[config.mk]
export PLATFORM = sky130hd
export DESIGN_NAME = uart_frame_parser
export DESIGN_NICKNAME = d
export VERILOG_FILES = /design/src/rtl/uart_frame_parser_pkg.sv /design/src/rtl/uart_frame_parser_buf.sv /design/src/rtl/uart_frame_parser.sv
export SDC_FILE = /design/constraint.sdc
export NUM_CORES = 1
export LEC_CHECK = 0
export ABC_CLOCK_PERIOD_IN_PS = 2700
export CAP_MARGIN = 20
export CORE_MARGIN = 5
export CORE_UTILIZATION = 45
export DETAILED_ROUTE_END_ITERATION = 8
export GPL_ROUTABILITY_DRIVEN = 1
export PLACE_DENSITY = 0.66
export RECOVER_POWER = 50
export SLEW_MARGIN = 15
export SYNTH_ARGS = -nofsm -noshare
export SYNTH_HDL_FRONTEND = slang
export SYNTH_SLANG_ARGS = --single-unit
[constraint.sdc]
create_clock -name clk -period 2.7 [get_ports clk]
set_clock_uncertainty 0.15 [all_clocks]
set_input_delay 0.81 -clock clk [delete_from_list [all_inputs] [get_ports clk]]
set_output_delay 0.81 -clock clk [all_outputs]
set_load 0.03 [all_outputs]
[src/rtl/uart_frame_parser_pkg.sv]
// Shared types and constants for the UART command-frame parser.
// Holds the FSM state encoding, error codes and the default start-of-frame byte.
package uart_frame_parser_pkg;

  typedef enum logic [1:0] {
    ST_IDLE = 2'd0,
    ST_LEN  = 2'd1,
    ST_DATA = 2'd2,
    ST_CSUM = 2'd3
  } state_t;

  localparam logic [1:0] ERR_NONE = 2'd0;
  localparam logic [1:0] ERR_LEN  = 2'd1;
  localparam logic [1:0] ERR_CSUM = 2'd2;
  localparam logic [1:0] ERR_TOUT = 2'd3;

  localparam logic [7:0] SOF_DEFAULT = 8'hA5;

  // Modulo-256 running checksum.
  function automatic logic [7:0] csum_add(input logic [7:0] acc, input logic [7:0] b);
    return acc + b;
  endfunction

endpackage

[src/rtl/uart_frame_parser_buf.sv]
// Payload buffer: MAX_LEN x 8 RAM, one write port, registered read port.
// Only the read register is reset; the array contents are undefined after reset.
module frame_buf
  import uart_frame_parser_pkg::*;
#(
  parameter int MAX_LEN = 16
) (
  input  logic                       clk,
  input  logic                       rst,
  input  logic                       we,
  input  logic [$clog2(MAX_LEN)-1:0] wr_addr,
  input  logic [7:0]                 wr_data,
  input  logic [$clog2(MAX_LEN)-1:0] rd_addr,
  output logic [7:0]                 rd_data
);

  logic [7:0] mem [MAX_LEN];

  always_ff @(posedge clk) begin
    if (we) mem[wr_addr] <= wr_data;
  end

  always_ff @(posedge clk) begin
    if (rst) rd_data <= 8'd0;
    else     rd_data <= mem[rd_addr];
  end

endmodule

[src/rtl/uart_frame_parser.sv]
// Assembles bytes from the UART receiver into SOF/LEN/payload/CSUM frames,
// validates them and stores the payload; a gap timeout drops stalled frames.
module uart_frame_parser
  import uart_frame_parser_pkg::*;
#(
  parameter int         CLK_FREQ = 50_000_000,
  parameter int         UART_BPS = 9600,
  parameter int         MAX_LEN  = 16,
  parameter logic [7:0] SOF      = SOF_DEFAULT
) (
  input  logic                       clk,
  input  logic                       rst,
  input  logic [7:0]                 pi_data,
  input  logic                       pi_flag,
  input  logic [$clog2(MAX_LEN)-1:0] rd_addr,
  output logic [7:0]                 rd_data,
  output logic [7:0]                 frame_len,
  output logic                       frame_done,
  output logic                       frame_err,
  output logic [1:0]                 err_code,
  output logic                       busy
);

  localparam int AW          = $clog2(MAX_LEN);
  localparam int TIMEOUT_CYC = int'((64'(20) * 64'(CLK_FREQ)) / 64'(UART_BPS));
  localparam int GAP_W       = $clog2(TIMEOUT_CYC + 1);
  localparam logic [GAP_W-1:0] GAP_TERM  = GAP_W'(TIMEOUT_CYC - 1);
  localparam logic [7:0]       MAX_LEN_B = 8'(MAX_LEN);

  state_t           state, state_nxt;
  logic [7:0]       len, len_nxt;
  logic [7:0]       sum, sum_nxt;
  logic [7:0]       cnt, cnt_nxt;
  logic [GAP_W-1:0] gap;
  logic             tout;
  logic             we;
  logic             done_nxt, err_nxt;
  logic [1:0]       code_nxt;
  logic [7:0]       flen_nxt;

  always_comb begin
    state_nxt = state;
    len_nxt   = len;
    sum_nxt   = sum;
    cnt_nxt   = cnt;
    done_nxt  = 1'b0;
    err_nxt   = 1'b0;
    code_nxt  = err_code;
    flen_nxt  = frame_len;
    we        = 1'b0;
    tout      = 1'b0;
    if (pi_flag) begin
      // A byte on the terminal gap cycle takes priority over the timeout.
      unique case (state)
        ST_IDLE: begin
          if (pi_data == SOF) state_nxt = ST_LEN;
        end
        ST_LEN: begin
          if (pi_data == 8'd0 || pi_data > MAX_LEN_B) begin
            state_nxt = ST_IDLE;
            err_nxt   = 1'b1;
            code_nxt  = ERR_LEN;
          end else begin
            len_nxt   = pi_data;
            sum_nxt   = pi_data;
            cnt_nxt   = 8'd0;
            state_nxt = ST_DATA;
          end
        end
        ST_DATA: begin
          we      = 1'b1;
          sum_nxt = csum_add(sum, pi_data);
          cnt_nxt = cnt + 8'd1;
          if (cnt == len - 8'd1) state_nxt = ST_CSUM;
        end
        ST_CSUM: begin
          state_nxt = ST_IDLE;
          if (pi_data == sum) begin
            done_nxt = 1'b1;
            flen_nxt = len;
          end else begin
            err_nxt  = 1'b1;
            code_nxt = ERR_CSUM;
          end
        end
        default: state_nxt = ST_IDLE;
      endcase
    end else if (state != ST_IDLE && gap == GAP_TERM) begin
      tout      = 1'b1;
      state_nxt = ST_IDLE;
      err_nxt   = 1'b1;
      code_nxt  = ERR_TOUT;
    end
  end

  always_ff @(posedge clk) begin
    if (rst) begin
      state      <= ST_IDLE;
      gap        <= '0;
      frame_done <= 1'b0;
      frame_err  <= 1'b0;
      err_code   <= ERR_NONE;
      frame_len  <= 8'd0;
      busy       <= 1'b0;
    end else begin
      state      <= state_nxt;
      gap        <= (pi_flag || tout || state == ST_IDLE) ? '0 : gap + 1'b1;
      frame_done <= done_nxt;
      frame_err  <= err_nxt;
      err_code   <= code_nxt;
      frame_len  <= flen_nxt;
      busy       <= (state_nxt != ST_IDLE);
    end
  end

  // Datapath registers carry no reset; they are always reloaded in LEN before use.
  always_ff @(posedge clk) begin
    len <= len_nxt;
    sum <= sum_nxt;
    cnt <= cnt_nxt;
  end

  frame_buf #(
    .MAX_LEN (MAX_LEN)
  ) u_buf (
    .clk     (clk),
    .rst     (rst),
    .we      (we),
    .wr_addr (cnt[AW-1:0]),
    .wr_data (pi_data),
    .rd_addr (rd_addr),
    .rd_data (rd_data)
  );

endmodule
==> results of run 1 <==
-- cells in the mapped netlist (4+ instances only) --
library cell    n  area, um2
xor2_1         21        184
and2_1         13       81.3
clkbuf_1        7       26.3
mux2i_1         7       70.1
edfxtp_1      152       4560
buf_1           6       22.5
o21ai_0        10       50.1
nand4_1         7       43.8
buf_2           4       20.0
inv_1          13       48.8
ha_1           14        175
nand2_1        27        101
xnor2_1        15        131
nand3_1         8       40.0
and3_1          6       37.5
mux4_2         40        901
nor3_1          9       45.0
nor2_1         58        218
a21oi_1         5       25.0
dfxtp_1        40        801
nor4_1          5       31.3
-- cells by family after synthesis --
family	count (synthesis)	share of synthesized area
buffers and inverters	33	0.0189
XOR/XNOR	36	0.0394
multiplexers	47	0.121
AO/OA/AOI/OAI	38	0.0325
flip-flops	192	0.671
adder cells (fa/ha/maj)	15	0.0244
AND/OR/NAND/NOR	152	0.0923
-- what timing repair did --
item,4_1_cts,5_1_grt
pin swaps,3,5
setup endpoints to repair,12,31
buffers inserted,1,0
gates resized for setup,6,10
-- area by class of cell --
class | count | area [um2]
repair buffers | 95 | 825
fillers | 1377 | 7710
clock buffers | 20 | 437
inverters | 13 | 48.8
multi-input cells | 288 | 2540
well taps | 225 | 282
flip-flops and latches | 192 | 5370
clock inverters | 12 | 156
-- worst max-delay path by stage --
| stage | startpoint | end |
|---|---|---|
| 4_1_cts | pi_data[1] | sum[7]$_DFFE_PP_ |
| 6_report | pi_data[5] | sum[7]$_DFFE_PP_ |
| 3_3_place_gp | pi_data[0] | sum[6]$_DFFE_PP_ |
| 5_1_grt | pi_data[3] | busy$_SDFF_PP0_ |
| 3_5_place_dp | pi_data[0] | sum[6]$_DFFE_PP_ |
| 2_1_floorplan | pi_data[1] | sum[7]$_DFFE_PP_ |
-- worst max-delay path, delay by kind of cell --
kind / cells / cell delay (ns)
buffers and inverters: 1 / 0.50
xor gates and xnor gates: 1 / 0.14
and+or+nand+nor: 1 / 0.18
adders and majority gates: 1 / 0.37
AOI/OAI and AO/OA: 3 / 0.64
-- routing by layer --
metal | GRT usage | wire length [um] | vias to the layer above
met1 | 0.250 | 7720 | 2357
met4 | 0.0431 | 177 | 0
met3 | 0.0396 | 812 | 13
li1 | - | - | 2141
met5 | 0 | 0 | -
met2 | 0.286 | 8320 | 129
-- power breakdown --
part	total [W]	switching (W)	internal (W)
clock	0.00252	0.00106	0.00146
sequential	0.00320	0.00000338	0.00319
combinational	0.000334	0.000177	0.000157
-- metrics by stage --
stage               hold slack [ns]  utilization  area, um2  setup TNS, ns
floorplan                     0.279            -       8000              0
global route                  0.350        0.556       9650              0
finish                        0.317        0.556       9650              0
global placement              0.289        0.521       9040         -19.15
detailed placement            0.312        0.521       9040         -17.58
CTS                           0.328        0.556       9650        -0.0333
-- flip-flops by register name, indices dropped and copies added, names as in the netlist --
name	cells
u_buf.mem	128
gap	17
cnt	8
frame_len	8
len	8
sum	8
u_buf.rd_data	8
err_code	2
state	2
busy	1
frame_done	1
frame_err	1
==> impl_metrics.csv, run 1 <==
group,metric,value,unit
routing,via_per_inst,5.49,
clock_tree,cts_tree,"built",
floorplan,coreArea,17400,um2
synth,synth_fp_nets,543,
clock_tree,cts_buffers,17,
routing,first_iter_violations,315,
power,vdd_ir_drop_max,427,uV
routing,drc,0,
placed_design,numPortBuffers,35,
setup_path,rrSetupSlack,0.41,ns
clock_tree,cts-htree-levels,4,
floorplan,start_util,0.461,
job,drv_cap,0,
setup_path,rr_worst_depth,7,
sta,slew_viol_final,0,
grt,antenna_found_initial,0,
placed_design,hpwl,11.3,mm
routing,ant_nets,0,
placed_design,gp_congestion,0.852,
synth,ys.warnings.count,0,
routing,drt-total-wl,17.0,mm
clock_tree,clkTransAtPathRegs,0.07,ns
sta,setup_ws,0.0669,ns
min_path,hold_end,"gap[0]$_SDFF_PP0_",
setup_path,path_cells,"clkdlybuf4s50_1 > ha_1 > a21o_1 > a31o_2 > a211o_1 > and3_1 > xor2_1",
routing,dr.pass1.iters,4,
floorplan,ioPinCount,36,
sta,max_freq,380,MHz
routing,post_drt_wl_per_cell,20.1,um
setup_path,cp_max_fo,2,
sta,period_share,0.975,
setup_path,cpPeakStageDelay,0.50,ns
synth,ys_dominant_reg_cell,"edfxtp_1",
synth,syn_avg_cell_area,15.6,um2
finish,finalNonFillerCells,845,
power,design_power_total,0.00605,W
synth,yosysUniqueCellTypes,47,
finish,antennaDiodeCount,0,
setup_path,cp.arrival,2.65,ns
sta,tightest_slew,0.974,ns
synth,synth_edf_count,152,
clock_tree,cts_sinks,192,
sta,layout_min_cycle_time,2.63,ns
finish,final_cell_mix,"152 x edfxtp_1, 58 x nor2_1, 40 x mux4_2, 40 x dfxtp_1, 40 x buf_4",
clock_tree,cts_root_buf,"clkbuf_16",
run_status,status,"complete, no violations",
finish,nets,637,
floorplan,die_y,143,um
finish,drive_gt1_frac,0.208,
clock_tree,cts_hold_buf,0,
power,p_leak,3.30,nW
power,powerDensity,627,nW/um2
setup_path,setup.worst_path.start_class,"primary input",
finish,layout_commonest_cell,"edfxtp_1",
sta,finalSetupViolations,0,
sta,rsz0062_at_grt,"no",
grt,grtUsageTotal,0.178,
synth,synthCells,513,
placed_design,pre_cts_ws,-0.597,ns
sta,slew_headroom,0.350,
synth,ys_seq_area_frac,0.671,
synth,ys_ff_latch,192,
floorplan,die_width,143,um
sta,hold_viol,0,
grt,grt_pass1_wl,27.1,mm
floorplan,rows,48,
synth,synthArstFlopShare,0,
clock_tree,ctsLongestPathBuffers,2,
min_path,hp-class,"reg2reg",
grt,grt_overflow,0,
floorplan,die_area,20500,um2
clock_tree,clock_latency,0.43,ns
setup_path,worstReg2RegStart,"sum[1]$_DFFE_PP_",
min_path,min_path_cells,1,
setup_path,crit_slowest_cell,"clkdlybuf4s50_1",
placed_design,place_inst,812,
grt,grt_max_degree,33,
setup_path,worst_ep_required_time,2.72,ns
synth,syn_area,8000,um2
routing,num_vias,4640,
setup_path,timing.rr.end,"sum[7]$_DFFE_PP_",
finish,area_delta_synth_final,20.7,%
grt,first_global_vias,4723,
setup_path,crit_type,"in2reg",
min_path,hp-start,"gap[0]$_SDFF_PP0_",
setup_path,endpoint_kind,"register",
No activity file was read; power rests on OpenSTA's default activity.
==> inputs of run 2 (changes only) <==
--- a/config.mk
+++ b/config.mk
@@ -5,13 +5,12 @@
 export SDC_FILE = /design/constraint.sdc
 export NUM_CORES = 1
 export LEC_CHECK = 0
-export ABC_CLOCK_PERIOD_IN_PS = 2700
 export CAP_MARGIN = 20
 export CORE_MARGIN = 5
 export CORE_UTILIZATION = 45
 export DETAILED_ROUTE_END_ITERATION = 8
 export GPL_ROUTABILITY_DRIVEN = 1
-export PLACE_DENSITY = 0.66
+export PLACE_DENSITY_LB_ADDON = 0.3
 export RECOVER_POWER = 50
 export SLEW_MARGIN = 15
 export SYNTH_ARGS = -nofsm -noshare
==> impl_metrics.csv, run 2 (synthesis gave the netlist of run 1 again) <==
group,metric,value,unit
grt,grt-busiest-layer,"met2",
routing,drc,0,
setup_path,crit_slowest_cell,"clkdlybuf4s50_1",
floorplan,ioPinCount,36,
grt,grt_overflow,0,
sta,finalSetupViolations,0,
clock_tree,cts_sinks,192,
power,vdd_ir_drop_max,481,uV
clock_tree,cts_tree,"built",
sta,tightest_slew,0.805,ns
grt,grt_max_degree,22,
clock_tree,cts_buffers,17,
grt,grt_util_met1,0.229,
setup_path,setup.worst_path.start_class,"primary input",
sta,layout_min_cycle_time,2.63,ns
grt,antenna_found_initial,0,
setup_path,critical_path_depth,8,
power,powerDensity,618,nW/um2
sta,slew_headroom,0.464,
floorplan,die_y,143,um
sta,slew_viol_final,0,
finish,nets,642,
placed_design,numPortBuffers,35,
clock_tree,clock_latency,0.43,ns
clock_tree,cts-htree-levels,4,
floorplan,coreArea,17400,um2
grt,grtUsageTotal,0.174,
routing,post_drt_wl_per_cell,19.6,um
min_path,min_path_cells,1,
finish,final_cell_mix,"152 x edfxtp_1, 58 x nor2_1, 48 x buf_4, 40 x mux4_2, 40 x dfxtp_1",
clock_tree,cts_root_buf,"clkbuf_16",
routing,num_vias,4639,
sta,max_freq,380,MHz
routing,drt-total-wl,16.7,mm
setup_path,worst-path-buf-inv,1,
setup_path,rr_worst_depth,7,
min_path,hp-class,"reg2reg",
setup_path,cpPeakStageDelay,0.52,ns
finish,design_area,9690,um2
floorplan,rows,48,
placed_design,hpwl,11.4,mm
placed_design,placed_area,9090,um2
clock_tree,clkTransAtPathRegs,0.07,ns
finish,antennaDiodeCount,0,
grt,grt_pass1_wl,26.6,mm
setup_path,worst_ep_required_time,2.74,ns
clock_tree,ctsLongestPathBuffers,2,
finish,largest_reg_flops,128,
finish,top_regs,"u_buf.mem x128, gap x17",
setup_path,crit_type,"in2reg",
sta,timing.hold.ws,0.315,ns
setup_path,endpoint_kind,"register",
finish,area_delta_synth_final,21.1,%
sta,hold_viol,0,
run_status,status,"complete, no violations",
floorplan,start_util,0.461,
clock_tree,cts_hold_buf,0,
grt,gr-usage-met2,0.289,
grt,first_global_vias,4917,
routing,via_per_inst,5.46,
finish,regMostFlops,"u_buf.mem",
finish,drive_gt1_frac,0.222,
setup_path,cp_max_fo,2,
job,drv_cap,0,
setup_path,path_cells,"clkdlybuf4s50_1 > ha_4 > o21ai_2 > o21ai_0 > a31o_2 > a211o_1 > and3_1 > xor2_1",
routing,dr.pass1.iters,4,
setup_path,cp.arrival,2.67,ns
routing,first_iter_violations,292,
setup_path,path_delay_family,"compound AO/OA/AOI/OAI gates",
power,p_leak,3.36,nW
finish,nFillCells,1338,
routing,ant_nets,0,
sta,rsz0062_at_grt,"no",
floorplan,die_width,143,um
sta,period_share,0.975,
grt,grtUsageMet3,0.0443,
placed_design,gp_congestion,0.827,
finish,layout_commonest_cell,"edfxtp_1",
floorplan,die_area,20500,um2
-- run 2: final timing paths --
kind	start	to	slack (ns)
setup / recovery	pi_data[2]	sum[7]$_DFFE_PP_	0.07
hold / removal	gap[0]$_SDFF_PP0_	gap[0]$_SDFF_PP0_	0.31
setup reg to reg	sum[1]$_DFFE_PP_	sum[7]$_DFFE_PP_	0.30
hold reg to reg	gap[0]$_SDFF_PP0_	gap[0]$_SDFF_PP0_	0.31
-- run 2: metrics by stage --
step | worst slack (ns) | instances | total power [W] | util | TNS (ns)
finish | 0.0663 | 850 | 0.00598 | 0.558 | 0
CTS | 0.0113 | 850 | 0.00604 | 0.558 | 0
floorplan | 0.0131 | 513 | 0.00343 | - | 0
global route | 0.0103 | 850 | 0.00620 | 0.558 | 0
detailed placement | -0.614 | 817 | 0.00359 | 0.524 | -20.05
global placement | -0.588 | 817 | 0.00359 | 0.524 | -17.55
-- run 2: cell type report --
type	count	area [um2]	area share
flip-flops and latches	192	5370	0.554
inverters	13	48.8	0.00504
well taps	225	282	0.0291
clock buffers	19	433	0.0447
multi-input cells	288	2520	0.260
clock inverters	13	145	0.0150
repair buffers	100	895	0.0924
-- run 2: power breakdown --
| part | switching (W) | total (W) | internal [W] | leakage, nW |
|---|---|---|---|---|
| Clock | 0.00115 | 0.00246 | 0.00131 | 0.286 |
| Combinational | 0.000168 | 0.000329 | 0.000162 | 1.36 |
| Sequential | 0.00000349 | 0.00319 | 0.00319 | 1.71 |
| Total | 0.00132 | 0.00598 | 0.00467 | 3.36 |
-- run 2: worst reg2reg max path: cells and delay by family, from the launching register on --
family                   cells  cell delay, ns
AO/OA/AOI/OAI                4            0.93
XOR/XNOR                     1            0.13
adder cells (fa/ha/maj)      1            0.34
flip-flops                   1            0.42
AND/OR/NAND/NOR              1            0.19
-- run 2: metal layers --
layer / share of wire / routed length (um) / up-vias
li1: - / - / 2155
met4: 0.018 / 296 / 0
met1: 0.43 / 7160 / 2325
met5: 0 / 0 / -
met2: 0.51 / 8460 / 125
met3: 0.046 / 773 / 34
-- run 2: repair_timing --
| action | CTS | global route |
|---|---|---|
| gates resized for setup | 5 | 5 |
| buffers inserted | 1 | 0 |
| endpoints found under the setup margin | 28 | 3 |
| hold endpoints to repair | 0 | 0 |
| pin swaps | 2 | 3 |
